--- src/rtl/work_dispatcher.sv ---
// Work dispatcher: feeds one SHA-256 work unit to a mining core,
// then waits for a golden nonce or a timeout and reports the result.
module work_dispatcher #(
  parameter logic [31:0] TIMEOUT = 32'd4_000_000
) (
  input  logic         clk,
  input  logic         n_rst,
  input  logic         work_valid,
  output logic         work_ready,
  input  logic [255:0] midstate_in,
  input  logic [511:0] header_in,
  output logic         start_found,
  output logic         shift_in_enable,
  output logic [31:0]  in_data,
  input  logic         sol_claim,
  input  logic [31:0]  out_data,
  output logic         sol_response,
  input  logic         abort,
  output logic         result_valid,
  input  logic         result_ready,
  output logic         result_found,
  output logic [31:0]  result_nonce
);

  localparam logic [2:0] IDLE   = 3'd0;
  localparam logic [2:0] START  = 3'd1;
  localparam logic [2:0] MID    = 3'd2;
  localparam logic [2:0] HEAD   = 3'd3;
  localparam logic [2:0] WAIT   = 3'd4;
  localparam logic [2:0] ACK    = 3'd5;
  localparam logic [2:0] REPORT = 3'd6;

  logic [2:0]   state, state_n;
  logic [3:0]   idx, idx_n;
  logic [31:0]  cnt, cnt_n;
  logic [255:0] mid_q, mid_n;
  logic [511:0] hdr_q, hdr_n;
  logic         found_n;
  logic [31:0]  nonce_n;
  logic [31:0]  word_n;
  logic         busy;

  always_comb begin
    state_n = state;
    idx_n   = idx;
    cnt_n   = cnt;
    mid_n   = mid_q;
    hdr_n   = hdr_q;
    found_n = result_found;
    nonce_n = result_nonce;
    busy    = (state == START) || (state == MID) ||
              (state == HEAD) || (state == WAIT) ||
              (state == ACK);
    unique case (state)
      IDLE: begin
        if (work_valid) begin
          mid_n   = midstate_in;
          hdr_n   = header_in;
          found_n = 1'b0;
          nonce_n = '0;
          state_n = START;
        end
      end
      START: begin
        idx_n   = '0;
        state_n = MID;
      end
      MID: begin
        if (idx == 4'd7) begin
          idx_n   = '0;
          state_n = HEAD;
        end else begin
          idx_n = idx + 4'd1;
        end
      end
      HEAD: begin
        if (idx == 4'd15) begin
          idx_n   = '0;
          cnt_n   = '0;
          state_n = WAIT;
        end else begin
          idx_n = idx + 4'd1;
        end
      end
      WAIT: begin
        cnt_n = cnt + 32'd1;
        // a claim on the final cycle still wins over the timeout
        if (sol_claim) begin
          found_n = 1'b1;
          nonce_n = out_data;
          state_n = ACK;
        end else if (cnt == TIMEOUT - 32'd1) begin
          found_n = 1'b0;
          nonce_n = '0;
          state_n = REPORT;
        end
      end
      ACK: begin
        state_n = REPORT;
      end
      REPORT: begin
        if (result_ready) begin
          found_n = 1'b0;
          nonce_n = '0;
          state_n = IDLE;
        end
      end
      default: begin
        state_n = IDLE;
      end
    endcase
    if (abort && busy) begin
      found_n = 1'b0;
      nonce_n = '0;
      idx_n   = '0;
      state_n = IDLE;
    end
  end

  // word presented on in_data next cycle, chosen from next-state view
  always_comb begin
    word_n = '0;
    if (state_n == MID)
      word_n = mid_n[{~idx_n[2:0], 5'b0} +: 32];
    else if (state_n == HEAD)
      word_n = hdr_n[{~idx_n, 5'b0} +: 32];
  end

  always_ff @(posedge clk) begin
    if (!n_rst) begin
      state           <= IDLE;
      idx             <= '0;
      cnt             <= '0;
      mid_q           <= '0;
      hdr_q           <= '0;
      work_ready      <= 1'b1;
      start_found     <= 1'b0;
      shift_in_enable <= 1'b0;
      in_data         <= '0;
      sol_response    <= 1'b0;
      result_valid    <= 1'b0;
      result_found    <= 1'b0;
      result_nonce    <= '0;
    end else begin
      state           <= state_n;
      idx             <= idx_n;
      cnt             <= cnt_n;
      mid_q           <= mid_n;
      hdr_q           <= hdr_n;
      work_ready      <= (state_n == IDLE);
      start_found     <= (state_n == START);
      shift_in_enable <= (state_n == MID) || (state_n == HEAD);
      in_data         <= word_n;
      sol_response    <= (state_n == ACK);
      result_valid    <= (state_n == REPORT);
      result_found    <= found_n;
      result_nonce    <= nonce_n;
    end
  end

endmodule

--- config.mk ---
export PLATFORM = sky130hd
export DESIGN_NAME = work_dispatcher
export DESIGN_NICKNAME = d
export VERILOG_FILES = /design/src/rtl/work_dispatcher.sv
export SDC_FILE = /design/constraint.sdc
export NUM_CORES = 2
export LEC_CHECK = 0
export ABC_CLOCK_PERIOD_IN_PS = 2650
export BUFFER_PORTS_ARGS = -buffer_cell sky130_fd_sc_hd__buf_2
export CORE_ASPECT_RATIO = 1.25
export CORE_MARGIN = 2
export CORE_UTILIZATION = 35
export CTS_CLUSTER_SIZE = 16
export DETAILED_ROUTE_END_ITERATION = 16
export HOLD_SLACK_MARGIN = 0.12
export PLACE_DENSITY = 0.66
export SLEW_MARGIN = 15
export SYNTH_ARGS = -nofsm -noshare
export SYNTH_HDL_FRONTEND = slang
export SYNTH_SLANG_ARGS = --single-unit
--- constraint.sdc ---
create_clock -name clk -period 2.65 [get_ports clk]
set_input_delay 0.1325 -clock clk [delete_from_list [all_inputs] [get_ports clk]]
set_output_delay 0.1325 -clock clk [all_outputs]
set_load 0.02 [all_outputs]
==> out/results.tsv <==
metric	value	unit
outcome	complete, but fails checks	
violated checks	negative setup slack	
initial antenna violation count	45	
Internal Dissipation	28.45	mW
deepest clock path buffer count	3	
cell chain of the critical path	ha_4 > and4bb_2 > o22a_4 > buf_12 > buf_16 > buf_12 > buf_16 > o21ai_0 > nand3_1 > a41oi_2 > buf_4 > o41ai_4 > and3_1	
post-synthesis cell type count	58	
kind of launch point of the worst setup path	register	
number of iterations in the first detailed-routing pass	9	
reported leakage power	27.33	nW
minimum setup slack in the final design	-0.4505	ns
number of instances in the synthesized netlist	6037	
flops & latches, synth	877	
yosys synthesis warning count	0	
number of global-route vias before repair	54670	
layout net count	8766	
biggest cell delay along the critical path	0.64	ns
number of nets produced by synthesis	6845	
post-route DRC violation count	0	
number of max-cap violations	0	
fraction of power spent switching nets	34.13	%
switching component of the power	14.74	mW
standard cell core area	123100	µm²
starting density of the core	35.24	%
Detail Route Antenna Nets	0	
clock slew at the register clock pins of the worst setup and hold paths	0.06	ns
DIE AREA	126800	µm²
share of total power in combinational logic	33.8	%
share of synthesized registers carrying an async set or reset	0	%
routability congestion estimate from global placement	0.9950	
RSZ-0062 raised after global routing	true	
Final HPWL DP	156700	µm
sequential share of the synthesized area	40.48	%
arrival time reported for the critical path endpoint	3.75	ns
mean area per synthesized cell	7.184	µm²
number of cells in the design after placement	8404	
Tcrit/Tclk final	117.0	%
DR iter-0 viols	8596	
Critical path buffers and inverters	5	
total wire length	248800	µm
cell chosen for the clock root	sky130_fd_sc_hd__clkbuf_16	
number of buffers created by CTS	95	
worst slew pin tran	0.9964	ns
mean number of vias per cell	6.019	
most used flip-flop cell after synthesis	sky130_fd_sc_hd__dfxtp_1	
layout cell share with drive strength beyond 1	26.65	%
uppermost routed layer	met5	
critical path class	register to register	
boundary pin count	876	
sequential power share	33.8	%
final instance area	70910	µm²
Placement Cell Area	52280	µm²
Top delay family on crit path	compound AO/OA/AOI/OAI gates	
final-report hold violation count	0	
Cell Pwr Density	609.1	nW/µm²
Max transition margin	33.58	%
final setup fails	32	
type of destination of the critical path	register	
Die X	318.9	µm
minimum clock period after layout	3.100	ns
final std cells w/o fill	9680	
count of buffers inserted at the top-level ports	875	
Area Overhead vs Synth	63.49	%
Hold WC Path Type	input pin to register	
number of levels the H-tree was split into	3	
Setup Total Neg Slack	-9.120	ns
post-synth design cell area	43370	µm²
final core utilization	57.62	%
clock latency on the worst-skew pair	0.73	ns
final number of max-transition violations	0	
routed wire length on met2	107800	µm
Clk pwr share	32.4	%
placement row count	144	
amount of wire on met3 after detailed routing	27330	µm
highest ir drop seen on vdd	0.4838	mV
overall fraction of global-route tracks in use	36.33	%
vertical extent of the die	397.6	µm
first-pass GRT wire length	349600	µm
achievable frequency	322.5	MHz
maximum number of pins on one net before global-route repair	192	
Max Clock Skew	0.03596	ns
WP data required	3.30	ns
number of sinks driven by the clock tree	877	
slowest cell on the critical path	sky130_fd_sc_hd__o41ai_4	
number of flops mapped to enable cells by yosys	0	
clock tree from TritonCTS	yes	
routed length per instance	25.71	µm
Worst Path Max Fanout	14	
M1 wire length	89160	µm
slack of the worst reg-to-reg path	-0.45	ns
number of vias in the routed layout	58260	
total global routing overflow	0	
area by class of cell:
cell class	instances	area (µm²)
inverter	4	22.52
clock buffer	140	2778
clock inverter	37	412.9
multi-input combinational	4521	25770
fill	10160	52150
antenna	36	90.09
tap	1606	2009
timing repair buffer	2459	22260
sequential	877	17570
power groups by stage:
stage / logic (mW) / registers, mW / clock network (mW)
floorplan: 5.11 / 14.7 / 0
global placement: 9.63 / 14.8 / 0
detailed placement: 9.73 / 14.8 / 0
CTS: 13.1 / 14.6 / 14.0
global route: 15.2 / 14.7 / 14.6
finish: 14.6 / 14.6 / 14.0
cells in the mapped netlist, types with 47 or more instances:
cell                          n  area [µm²]
sky130_fd_sc_hd__a21oi_1    787        3939
sky130_fd_sc_hd__a41oi_1    130        1139
sky130_fd_sc_hd__buf_1       47       176.4
sky130_fd_sc_hd__buf_2      110       550.5
sky130_fd_sc_hd__clkbuf_1   450        1689
sky130_fd_sc_hd__dfxtp_1    877       17560
sky130_fd_sc_hd__mux2i_1    128        1281
sky130_fd_sc_hd__nand2_1   1599        6002
sky130_fd_sc_hd__nand3_1    793        3969
sky130_fd_sc_hd__nand4_1    262        1639
sky130_fd_sc_hd__nor2_1      72       270.3
sky130_fd_sc_hd__o21ai_0    520        2603
worst register-to-register path, delay by kind of cell (launching register included):
family / cells / cell delay (ns)
buffers and inverters: 5 / 0.74
and+or+nand+nor: 3 / 0.68
AOI/OAI and AO/OA: 4 / 1.10
DFF: 1 / 0.36
adders and majority gates: 1 / 0.17
cells by family (layout without fill, tap and decap cells):
family	after synthesis	count (layout)	synth area share, %
simple gates	2815	2815	28.78
compound gates	1530	1530	19.48
flops	877	877	40.48
buf+inv	640	2640	6.220
mux	173	174	4.979
fa+ha+maj	2	2	0.05769
other cells	0	36	0
through the flow:
step	hold WS [ns]	total power, mW	worst slack, ns
after global placement	0.3753	24.46	-1.392
after floorplan	0.2685	19.84	0.1938
final	0.1842	43.19	-0.4505
after detailed placement	0.3778	24.57	-1.448
after CTS	0.1387	41.70	-0.3487
after global routing	0.1974	44.42	-0.4481
metal layers:
metal,up-vias,GRT usage [%]
li1,25210,-
met1,27310,43.21
met2,4513,55.82
met3,1199,8.140
met4,26,30.55
met5,-,0
placed cells by master (no fill, tap or decap), drive strengths merged, types with 11 or more instances in the layout:
cell	count
o41ai	32
clkinv	20
inv	11
nand4	262
or2	11
clkbuf	160
diode	36
dfxtp	877
mux2	13
a22oi	33
a41oi	130
mux4	32
mux2i	129
and3	43
bufbuf	19
nor2	73
a21oi	787
buf	1615
nand3	793
dlygate4sd3	805
nand2	1599
o21ai	521
repair_timing:
item | CTS | global route
setup buffers | 176 | 62
resized for setup | 557 | 260
gates cloned | 39 | 19
hold endpoints to repair | 817 | 0
hold buffers | 805 | 0
pin swaps | 146 | 141
setup endpoints to repair | 99 | 71
state kept, by name, summed over array words and instances, names as in the netlist:
signal,cells
idx,4
result_valid,1
cnt,32
result_nonce,32
work_ready,1
mid_q,256
hdr_q,512
sol_response,1
shift_in_enable,1
state,3
start_found,1
result_found,1
in_data,32
final timing paths:
| kind | start | end | cells after the start |
|---|---|---|---|
| min reg2reg | hdr_q[370]$_SDFF_PN0_ | hdr_q[370]$_SDFF_PN0_ | 2 |
| max reg2reg | idx[1]$_SDFF_PN0_ | in_data[24]$_SDFF_PN0_ | 13 |
| max | idx[1]$_SDFF_PN0_ | in_data[24]$_SDFF_PN0_ | 13 |
| min | abort | sol_response$_SDFF_PN0_ | 5 |
No activity file was read; power rests on OpenSTA's default activity.
